[src/rtl/timer_io_capture.sv]
// Pad input conditioning for the timer: sync, debounce, edge detect,
// timestamped event FIFO drained over a valid/ready handshake.
//
// Ports:
//   wb_clk_i, wb_rst_ni : clock, async active-low reset
//   io_in               : raw pad inputs (WIDTH channels)
//   enable_i            : gates timestamp counting and event capture
//   db_limit_i          : debounce length (change must last limit+1 cycles)
//   clr_ovf_i           : clears overflow_o (set wins on collision)
//   clean_o             : debounced levels
//   rise_o / fall_o     : one-cycle pulses on debounced edges
//   evt_valid_o         : FIFO non-empty
//   evt_ready_i         : consumer takes the head entry
//   evt_data_o          : head entry {chan[3:0], dir, ts}
//   evt_count_o         : FIFO occupancy
//   overflow_o          : sticky, an event was dropped
module timer_io_capture #(
  parameter int WIDTH       = 11,
  parameter int SYNC_STAGES = 2,
  parameter int DB_W        = 16,
  parameter int TS_W        = 16,
  parameter int DEPTH       = 4
) (
  input  logic                      wb_clk_i,
  input  logic                      wb_rst_ni,
  input  logic [WIDTH-1:0]          io_in,
  input  logic                      enable_i,
  input  logic [DB_W-1:0]           db_limit_i,
  input  logic                      clr_ovf_i,
  output logic [WIDTH-1:0]          clean_o,
  output logic [WIDTH-1:0]          rise_o,
  output logic [WIDTH-1:0]          fall_o,
  output logic                      evt_valid_o,
  input  logic                      evt_ready_i,
  output logic [4+1+TS_W-1:0]       evt_data_o,
  output logic [$clog2(DEPTH):0]    evt_count_o,
  output logic                      overflow_o
);

  localparam int AW = $clog2(DEPTH);
  localparam int EW = 4 + 1 + TS_W;

  logic [SYNC_STAGES-1:0][WIDTH-1:0] sync_q;
  logic [WIDTH-1:0][DB_W-1:0]        cnt_q, cnt_d;
  logic [WIDTH-1:0]                  clean_q, clean_d;
  logic [WIDTH-1:0]                  rise_q, fall_q;
  logic [WIDTH-1:0]                  s;
  logic [TS_W-1:0]                   ts_q;
  logic [EW-1:0]                     mem_q [DEPTH];
  logic [AW-1:0]                     wr_q, rd_q;
  logic [AW:0]                       fill_q;
  logic                              ovf_q;

  logic [WIDTH-1:0] edges;
  logic [3:0]       sel;
  logic             dir;
  logic             multi;
  logic             full;
  logic             push_req, push, pop;
  logic             drop, ovf_set;

  assign s = sync_q[SYNC_STAGES-1];

  always_ff @(posedge wb_clk_i or negedge wb_rst_ni) begin
    if (!wb_rst_ni) begin
      sync_q <= '0;
    end else begin
      sync_q <= {sync_q[SYNC_STAGES-2:0], io_in};
    end
  end

  // Counter tracks how long s has disagreed with clean.
  always_comb begin
    clean_d = clean_q;
    cnt_d   = cnt_q;
    for (int i = 0; i < WIDTH; i++) begin
      if (s[i] == clean_q[i]) begin
        cnt_d[i] = '0;
      end else if (cnt_q[i] == db_limit_i) begin
        clean_d[i] = s[i];
        cnt_d[i]   = '0;
      end else begin
        cnt_d[i] = cnt_q[i] + DB_W'(1);
      end
    end
  end

  always_ff @(posedge wb_clk_i or negedge wb_rst_ni) begin
    if (!wb_rst_ni) begin
      cnt_q   <= '0;
      clean_q <= '0;
      rise_q  <= '0;
      fall_q  <= '0;
    end else begin
      cnt_q   <= cnt_d;
      clean_q <= clean_d;
      rise_q  <= clean_d & ~clean_q;
      fall_q  <= ~clean_d & clean_q;
    end
  end

  // Lowest-index edge wins; descending scan leaves it last.
  always_comb begin
    edges = rise_q | fall_q;
    sel   = '0;
    dir   = 1'b0;
    for (int i = WIDTH - 1; i >= 0; i--) begin
      if (edges[i]) begin
        sel = 4'(i);
        dir = rise_q[i];
      end
    end
  end

  assign multi    = |(edges & (edges - WIDTH'(1)));
  assign full     = (fill_q == (AW+1)'(DEPTH));
  assign pop      = evt_valid_o & evt_ready_i;
  assign push_req = enable_i & (|edges);
  assign push     = push_req & (~full | pop);
  assign drop     = push_req & full & ~pop;
  assign ovf_set  = (enable_i & multi) | drop;

  always_ff @(posedge wb_clk_i or negedge wb_rst_ni) begin
    if (!wb_rst_ni) begin
      ts_q   <= '0;
      wr_q   <= '0;
      rd_q   <= '0;
      fill_q <= '0;
      ovf_q  <= 1'b0;
    end else begin
      if (enable_i) ts_q <= ts_q + TS_W'(1);
      if (push) wr_q <= wr_q + AW'(1);
      if (pop) rd_q <= rd_q + AW'(1);
      unique case ({push, pop})
        2'b10:   fill_q <= fill_q + (AW+1)'(1);
        2'b01:   fill_q <= fill_q - (AW+1)'(1);
        default: fill_q <= fill_q;
      endcase
      ovf_q <= ovf_set | (ovf_q & ~clr_ovf_i);
    end
  end

  // Storage needs no reset; occupancy alone defines validity.
  always_ff @(posedge wb_clk_i) begin
    if (push) mem_q[wr_q] <= {sel, dir, ts_q};
  end

  assign clean_o     = clean_q;
  assign rise_o      = rise_q;
  assign fall_o      = fall_q;
  assign evt_valid_o = (fill_q != '0);
  assign evt_data_o  = mem_q[rd_q];
  assign evt_count_o = fill_q;
  assign overflow_o  = ovf_q;

endmodule

[config.mk]
export PLATFORM = sky130hd
export DESIGN_NAME = timer_io_capture
export DESIGN_NICKNAME = d
export VERILOG_FILES = /design/src/rtl/timer_io_capture.sv
export SDC_FILE = /design/constraint.sdc
export NUM_CORES = 1
export LEC_CHECK = 0
export CELL_PAD_IN_SITES_DETAIL_PLACEMENT = 1
export CELL_PAD_IN_SITES_GLOBAL_PLACEMENT = 2
export CORE_ASPECT_RATIO = 0.6
export CORE_UTILIZATION = 43
export CTS_BUF_LIST = sky130_fd_sc_hd__clkbuf_4 sky130_fd_sc_hd__clkbuf_8
export DETAILED_ROUTE_END_ITERATION = 16
export HOLD_SLACK_MARGIN = 0.1
export PLACE_DENSITY_LB_ADDON = 0.1
export SKIP_CTS_REPAIR_TIMING = 1
export SYNTH_ARGS = -nofsm -noshare
export SYNTH_HDL_FRONTEND = slang
export SYNTH_SLANG_ARGS = --single-unit
[constraint.sdc]
create_clock -name wb_clk_i -period 3.6 [get_ports wb_clk_i]
set_clock_uncertainty 0.2 [all_clocks]
set_input_delay 0.72 -clock wb_clk_i [delete_from_list [all_inputs] [get_ports wb_clk_i]]
set_output_delay 0.72 -clock wb_clk_i [all_outputs]
set_load 0.1 [all_outputs]
**Word level (Yosys, flattened, before mapping)**

Memories as Yosys holds them, arrays and structs flattened.
Cells that the tools add are included.
W data, S select, Z words.

- Memory bits (writable): 84
- Output and inout port bits: 59
- Flip-flop bits (word level): 255
- Memories: 1

- Bitwise operators: 19
- Reduce and logical (&&, ||, !) cells: 4
- Multiplexer cells: 69
- Add/subtract/negate cells: 17
- Equality and inequality tests: 25

Memory list:

| name | depth | width | read ports | clocked after memory_dff | write ports | line | source |
|---|---|---|---|---|---|---|---|
| mem_q | 4 | 21 | 1 | 0 | 1 | 49 | `logic [EW-1:0] mem_q [DEPTH];` |

Operators by type and width:

| operator | number |
|---|---|
| $mux W16 | 22 |
| $add A16 B1 Y16 const B | 12 |
| $eq A16 B16 Y1 | 11 |
| $mux W4 | 11 |
| $mux W1 | 35 |
| $and A11 B11 Y11 | 3 |
| $not A11 Y11 | 2 |
| $reduce_or A11 Y1 | 2 |
| $eq A1 B1 Y1 | 11 |
| $or A11 B11 Y11 | 1 |
| $sub A11 B1 Y11 const B | 1 |
| $and A1 B1 Y1 | 7 |
| $pmux W3 S2 | 1 |
| $add A2 B1 Y2 const B | 2 |
| $add A3 B1 Y3 const B | 1 |
| $eq A3 B3 Y1 const B | 1 |
| $not A1 Y1 | 3 |
| $or A1 B1 Y1 | 3 |
| $reduce_bool A3 Y1 | 1 |
| $sub A3 B1 Y3 const B | 1 |
| $eq A2 B1 Y1 const B | 1 |
| $eq A2 B2 Y1 const B | 1 |
| $reduce_bool A2 Y1 | 1 |

**Longest topological paths before layout**

Gate-level depths: netlist of the first run.

- Word-level depth: 12
- Gate-level depth with buffers: 9
- Mapped depth without buffers: 9

**Least setup slack after synthesis of the first run**

No wires, ideal clock.

- Kind: flip-flop to flip-flop
- From: register fall_q[6] (netlist: fall_o[6])
- To: register fill_q[2] (netlist: evt_count_o[2])
- Cell stages (with the launch flop): 10
- Arrival time: 2725 ps
- Buffers on the path: 0
- Data required time: 3241 ps
- Library setup time: 159 ps
- Path slack: 516 ps
- Clock period less this slack: 3084 ps
- Path through: dfrtp_1 nor4_4 nand4_2 o21ai_2 nand2_1 fa_1 nor4b_1 o21a_1 a31oi_1 xnor2_1

- Word-level cells in the longest chain between the ends: 6
- Elaborated cells on any way between the ends: 8

RTL lines:

| element | line | source |
|---|---|---|
| start: declaration | 46 | `logic [WIDTH-1:0] rise_q, fall_q;` |
| start signal: assignment | 98 | `fall_q <= ~clean_d & clean_q;` |
| $or A11 B11 Y11 (*) | 104 | `edges = rise_q \| fall_q;` |
| $reduce_or A11 Y1 (*) | 118 | `assign push_req = enable_i & (\|edges);` |
| $and A1 B1 Y1 (*) | 118 |  |
| $and A1 B1 Y1 (*) | 119 | `assign push = push_req & (~full \| pop);` |
| $eq A2 B1 Y1 / $eq A2 B2 Y1 (equally long branches) | 134 | `unique case ({push, pop})` |
| $pmux W3 S2 / $reduce_bool A2 Y1 (equally long branches) | - |  |
| end signal: assignment | 135 | `2'b10: fill_q <= fill_q + (AW+1)'(1);` |
| end signal: assignment | 136 | `2'b01: fill_q <= fill_q - (AW+1)'(1);` |
| end signal: assignment | 137 | `default: fill_q <= fill_q;` |
| end: declaration | 51 | `logic [AW:0] fill_q;` |

Mark *: on every way between the ends. The rest lies on a longest branch, timed or not.
A chain may end at the register's enable or synchronous reset.

**Worst setup path in the final report of the first run**

- From: register rd_q[0]
- To: output evt_data_o[15]

- Word-level cells in the longest chain between the ends: 1

RTL lines:

| element | line | source |
|---|---|---|
| start: declaration | 50 | `logic [AW-1:0] wr_q, rd_q;` |
| start signal: assignment | 133 | `if (pop) rd_q <= rd_q + AW'(1);` |
| $mem_v2 Z4 W21 | - |  |
| end: declaration | 35 | `output logic [4+1+TS_W-1:0] evt_data_o,` |

Every way passes these cells.

==> results.md, run 1 <==
* 0 — DRC errors left
* 18.1% — area added between synthesis and finish
* 0 — number of failing hold endpoints at the final stage
* 1457 — syn_nets
* 0 — number of endpoints failing setup at the final stage
* 54 — Row Count
* 4 — first-pass iteration count of the detailed router
* 44700 um — total detailed-routing wirelength
* mux4_2 — cell at the slowest stage of the critical path
* 3.09 ns — minimum period implied by the final worst setup slack
* 91 — top-level I/O count
* reg -> out — Setup Crit Path Kind
* 36900 um2 — area inside the core boundary
* 8.31 nW — leakage power summed over all cells
* clkbuf_8 — clock root buffer
* 11700 — number of global-route vias before repair
* 55 — number of distinct library cell variants in the gate-level netlist after synthesis
* 0 — max cap viols
* 0.60 ns — clock latency on the worst-skew pair
* 19300 um2 — design area
* 72 — largest net degree at the start of global routing
* 0.297 mV — Max rail drop VDD
* 0 — number of antenna violations at the first check in global routing
* false — unrepaired setup endpoints after global routing
* 520 nW/um2 — total power density per cell area
* 2 — H-tree level count
* 0 ns — Post-Route Setup TNS
* evt_count_o[2] — capture instance of the worst register-to-register path
* buf_12 — most frequent CP cell
* 0.699 ns — pin slew with the least headroom to its limit
* 38800 um2 — Die Area
* 0.58 ns — CP max stage delay
* s[6] — Hold EP
* 0.859 — share of the clock period used by the worst path after layout
* 0.530 — worst slew slack as a fraction of its limit
* 339 — number of sinks on the clock net
* 0.809 — final weighted congestion in routability-driven placement
* 0.239 — Total Routing Usage GR
* 0 — number of warnings reported in the yosys synthesis log
* 254 um — die width
* fall_o[0] — worst flop-to-flop path startpoint
* 71000 um — global-route wire length before repair
* 18200 um2 — total placed instance area
* 2.68 ns — data required time at the worst endpoint
* 0 — number of cells on the worst hold path
* finished, final reports clean — run status
* 1408 — synthesized netlist cell count
* 0.523 — core utilization of the finished layout
* 0 — number of inserted diodes
* 1605 — Net count, final
* 0.56 ns — worst setup slack for register-to-register paths
* 0.150 — fraction of layout cells with a size suffix above 1
* 810 — number of design-rule violations left by the first detailed-router iteration
* 84 — number of synthesized flops with an enable pin
* 0.752 — share of flip-flops with an asynchronous set or reset after synthesis
* 9 — cells on worst reg2reg path
* buf_12, mux4_2, buf_12 — ordered list of cells on the worst path
* 90 — input/output buffers
* 52 — cts bufs inserted
* 0.06 ns — CTS clk-pin slew, worst paths
* 0.443 — effective utilization at floorplan
* 30200 um — Detail Placement HPWL
* 323 MHz — FMAX
* 11.6 um2 — synthesized area per cell
* 0 — Congestion Overflow GR
* 0 — number of nets with antenna violations after routing
* 18 — biggest fanout along the worst timing path
* 0 — final slew viol count
* flip-flop — startpoint kind of the worst setup timing path
* 0.544 — fraction of the yosys area taken by sequential cells
* done — TritonCTS clock tree
* sync_q[6] — critical hold path startpoint
* output pin — type of destination of the critical path
* 21.2 um — mean routed wirelength per cell
* 339 — FF+latch count, synth
* 11100 — total vias in the final route
* 3 — clock tree buffer depth
* dfrtp_1 — most used flip-flop cell after synthesis
* 153 um — Vert. Die Dim
* 16400 um2 — cell area after synthesis
* reg -> reg — Hold Path Class
* 5.29 — number of vias per cell
* 2.17 ns — Crit path arrival time
-- registers in the layout (all words and copies together), names as in the netlist --
register     cells
clean_o         11
cnt_q          176
evt_count_o      3
fall_o          11
mem_q           84
overflow_o       1
rd_q             2
rise_o          11
s               11
sync_q          11
ts_q            16
wr_q             2
-- final cells by class --
type | count | area, um2
Inverter | 23 | 86.3
Multi-Input combinational cell | 1010 | 7110
Clock buffer | 82 | 1020
Clock inverter | 14 | 120
Timing Repair Buffer | 130 | 1440
Fill cell | 3913 | 17600
Tap cell | 504 | 631
Sequential cell | 339 | 8900
-- cells in the final DEF (no fill, tap or decap), types with 6 or more instances in the layout --
| master | instances |
|---|---|
| a21oi_1 | 6 |
| and2_1 | 14 |
| and3_1 | 22 |
| and4_1 | 23 |
| buf_12 | 30 |
| buf_4 | 68 |
| clkbuf_4 | 17 |
| clkbuf_8 | 65 |
| clkdlybuf4s50_1 | 30 |
| dfrtp_1 | 255 |
| edfxtp_1 | 84 |
| ha_1 | 16 |
| inv_1 | 23 |
| mux2_2 | 13 |
| mux4_2 | 21 |
| nand2_1 | 67 |
| nand3_1 | 58 |
| nand4_1 | 47 |
| nor2_1 | 223 |
| nor2b_1 | 8 |
| nor3_1 | 17 |
| nor3b_1 | 22 |
| nor4_1 | 45 |
| o21ai_0 | 7 |
| xnor2_1 | 100 |
| xor2_1 | 261 |
-- synth_stat cells, drive strengths merged, types with 6 or more instances --
cell type / count / share of area
nor3: 18 / 0.0058
xnor2: 100 / 0.054
dfrtp: 255 / 0.39
and2: 14 / 0.0054
mux2: 13 / 0.0090
nor2b: 8 / 0.0031
nand4: 48 / 0.019
ha: 16 / 0.012
nand2: 68 / 0.016
nor3b: 22 / 0.010
edfxtp: 84 / 0.15
xor2: 261 / 0.14
nor4: 50 / 0.022
nand3: 58 / 0.018
nor2: 224 / 0.052
buf: 33 / 0.015
o21ai: 8 / 0.0027
inv: 23 / 0.0053
and4: 23 / 0.012
mux4: 21 / 0.029
and3: 22 / 0.0084
a21oi: 6 / 0.0018
-- routing by layer --
layer  GRT usage  vias up  share of wire
met5           0        -              0
met4      0.0499        0          0.015
met3      0.0393       44          0.039
met2       0.340      171           0.43
met1       0.380     5772           0.52
li1            -     5143              -
-- logic make-up after synthesis --
group	after synthesis	synth area share
AO/OA/AOI/OAI	31	0.0125
adder cells (fa/ha/maj)	17	0.0135
multiplexers	36	0.0391
flip-flops	339	0.544
XOR/XNOR	361	0.193
AND/OR/NAND/NOR	565	0.176
buffers and inverters	59	0.0210
-- through the flow --
step	setup slack, ns	total power, mW	cells	hold slack (ns)
after global placement	0.363	6.57	2005	0.134
after detailed placement	0.353	6.59	2005	0.136
after floorplan	0.516	5.75	1408	0.131
after CTS	0.441	10.2	2101	-0.121
after global routing	0.357	10.4	2102	0.159
final	0.507	10.0	2102	0.148
-- critical path: cells and delay by family (launching register included) --
| kind | cells | cell delay (ns) |
|---|---|---|
| DFF | 1 | 0.54 |
| buffers and inverters | 2 | 0.44 |
| muxes | 1 | 0.58 |
-- power breakdown --
part           switching, mW  internal [mW]
logic                   1.42          0.803
registers              0.205           4.09
clock network           1.57           1.95
total                   3.19           6.84
-- how the worst max path moves through the flow --
stage	startpoint	to	slack, ns
2_1_floorplan	fall_o[6]	evt_count_o[2]	0.52
3_3_place_gp	db_limit_i[9]	cnt_q[149]	0.36
3_5_place_dp	db_limit_i[9]	cnt_q[141]	0.35
4_1_cts	rd_q[0]	evt_data_o[15]	0.44
5_1_grt	rd_q[0]	evt_data_o[15]	0.36
6_report	rd_q[0]	evt_data_o[15]	0.51
Note: power is estimated with default switching activity, not from simulation.
==> run 2: changes to the inputs <==
==> config.mk (replaced) <==
export PLATFORM = sky130hd
export DESIGN_NAME = timer_io_capture
export DESIGN_NICKNAME = d
export VERILOG_FILES = /design/src/rtl/timer_io_capture.sv
export SDC_FILE = /design/constraint.sdc
export NUM_CORES = 1
export LEC_CHECK = 0
export CORE_ASPECT_RATIO = 0.6
export CORE_UTILIZATION = 45
export CTS_BUF_LIST = sky130_fd_sc_hd__clkbuf_4 sky130_fd_sc_hd__clkbuf_8
export DETAILED_ROUTE_END_ITERATION = 16
export DONT_BUFFER_PORTS = 1
export HOLD_SLACK_MARGIN = 0.1
export SKIP_CTS_REPAIR_TIMING = 1
export SYNTH_ARGS = -nofsm -noshare
export SYNTH_HDL_FRONTEND = slang
export SYNTH_SLANG_ARGS = --single-unit
==> results.md, run 2 (same netlist as run 1, synthesis figures left out) <==
* 5 — first-pass iteration count of the detailed router
* 10500 — total vias in the final route
* 0.293 mV — Max rail drop VDD
* 9.24 mW — Power, Total
* 9 — cells on worst reg2reg path
* 12 — biggest fanout along the worst timing path
* cnt_q x176, mem_q x84, ts_q x16 — registers with the most flip-flops
* 0.315 — fraction of power spent switching nets
* 53 — Row Count
* evt_count_o[2] — capture instance of the worst register-to-register path
* fall_o[0] — worst flop-to-flop path startpoint
* 3158 — count of filler cells inserted in the layout
* 0 — number of inserted diodes
* multiplexers — Largest delay share family, worst path
* 0.760 ns — Post-Place Setup Slack
* 0.118 — fraction of layout cells with a size suffix above 1
* reg -> out — Setup Crit Path Kind
* 0.363 — Clk pwr share
* 26000 um — Detail Placement HPWL
* 0 — max cap viols
* 2 — H-tree level count
* xor2_1, dfrtp_1, nor2_1 — highest-count cells in the layout ignoring fill and taps
* 17000 um2 — total placed instance area
* 1989 — Final Non-Filler Cells
* 2.68 ns — data required time at the worst endpoint
* 0.459 — sequential fraction of design power
* negative hold slack — violated checks
* 20.0 um — mean routed wirelength per cell
* 150 um — Vert. Die Dim
* in -> async — Hold Path Class
* cnt_q — most flop-heavy register
* 91 — top-level I/O count
* 0.60 ns — clock latency on the worst-skew pair
* 0.178 — share of total power in combinational logic
* 5.28 — number of vias per cell
* 176 — number of flip-flops under the largest register name
* 10100 — number of global-route vias before repair
* 0 — number of antenna violations at the first check in global routing
* 0.06 ns — CTS clk-pin slew, worst paths
* 0.826 — final weighted congestion in routability-driven placement
* buf_4, mux4_2 — ordered list of cells on the worst path
* 0.822 — share of the clock period used by the worst path after layout
* 0.73 ns — worst setup slack for register-to-register paths
* 0.221 — Total Routing Usage GR
* 0.462 — effective utilization at floorplan
* output pin — type of destination of the critical path
* 7110 um2 — combined area of the multi-input logic cells
* xor2_1 — most common cell after layout, fill and taps aside
* 2.04 ns — Crit path arrival time
* mux4_2 — cell at the slowest stage of the critical path
* 52 — cts bufs inserted
* 1.04 ns — pin slew with the least headroom to its limit
* finished with violations — run status
* 0.83 ns — CP max stage delay
* 37100 um2 — Die Area
* 0 — number of endpoints failing setup at the final stage
* 1880 — placed cell count
* 0 ns — Post-Route Setup TNS
* 8900 um2 — register area
* 256 — largest net degree at the start of global routing
* 61500 um — global-route wire length before repair
* 895 — number of design-rule violations left by the first detailed-router iteration
* false — unrepaired setup endpoints after global routing
* 0 — input/output buffers
* flip-flop — startpoint kind of the worst setup timing path
* 2.90 mW — net switching power of the design
* 0 — DRC errors left
* clkbuf_8 — clock root buffer
* 0 — final slew viol count
* 248 um — die width
* 507 nW/um2 — total power density per cell area
* 1529 — Net count, final
* 1 — total buffers and inverters traversed by the critical path
* 338 MHz — FMAX
* 7.79 nW — leakage power summed over all cells
* 3 — clock tree buffer depth
* 339 — number of sinks on the clock net
* 2.96 ns — minimum period implied by the final worst setup slack
* 0.309 — worst slew slack as a fraction of its limit
* 6.33 mW — Internal Dissipation
* 11.4% — area added between synthesis and finish
* 0.640 ns — post-route worst setup slack
* 0 — number of nets with antenna violations after routing
* 0.515 — core utilization of the finished layout
* 39800 um — total detailed-routing wirelength
* -0.386 ns — hold slack final
* 0 — Congestion Overflow GR
* 18200 um2 — design area
* done — TritonCTS clock tree
* 255 — number of failing hold endpoints at the final stage
* 35400 um2 — area inside the core boundary
run 2: cell types whose count changed in the layout (fill, tap and decap cells not counted), sizes merged:
cell and delta:
buf -58, bufinv -1, clkbuf -5, clkdlybuf4s50 -30
clkinv +5, clkinvlp +2, dlygate4sd3 +12, inv -1
run 2: per-layer routing:
layer  track usage  routed length (um)  vias up  share of wire
li1              -                   -     4995              -
met4        0.0534                 707        0          0.018
met5             0                   0        -              0
met3        0.0457                2310       55          0.058
met2         0.310               17000      260           0.43
met1         0.344               19800     5184           0.50
run 2: power by group through the flow:
stage               registers (mW)  logic (mW)  clock network [mW]
floorplan                     4.41        1.35                   0
global placement              4.30        1.63                   0
detailed placement            4.31        1.64                   0
CTS                           4.23        1.64                3.46
global route                  4.26        1.73                3.62
finish                        4.24        1.64                3.36
run 2: how the worst max path moves through the flow:
stage	startpoint	to	slack, ns	cells after the start
floorplan	fall_o[6]	evt_count_o[2]	0.52	9
global placement	fall_o[0]	evt_count_o[2]	0.80	9
detailed placement	fall_o[9]	evt_count_o[2]	0.76	9
CTS	rd_q[0]	evt_data_o[13]	0.57	2
global route	rd_q[0]	evt_data_o[14]	0.52	2
finish	rd_q[0]	evt_data_o[13]	0.64	2
run 2: final cells by class:
cell class	count	area share
well taps	467	0.0321
repair buffers	54	0.0240
inverters	23	0.00474
flip-flops and latches	339	0.489
multi-input cells	1010	0.390
clock buffers	77	0.0540
clock inverters	19	0.00659
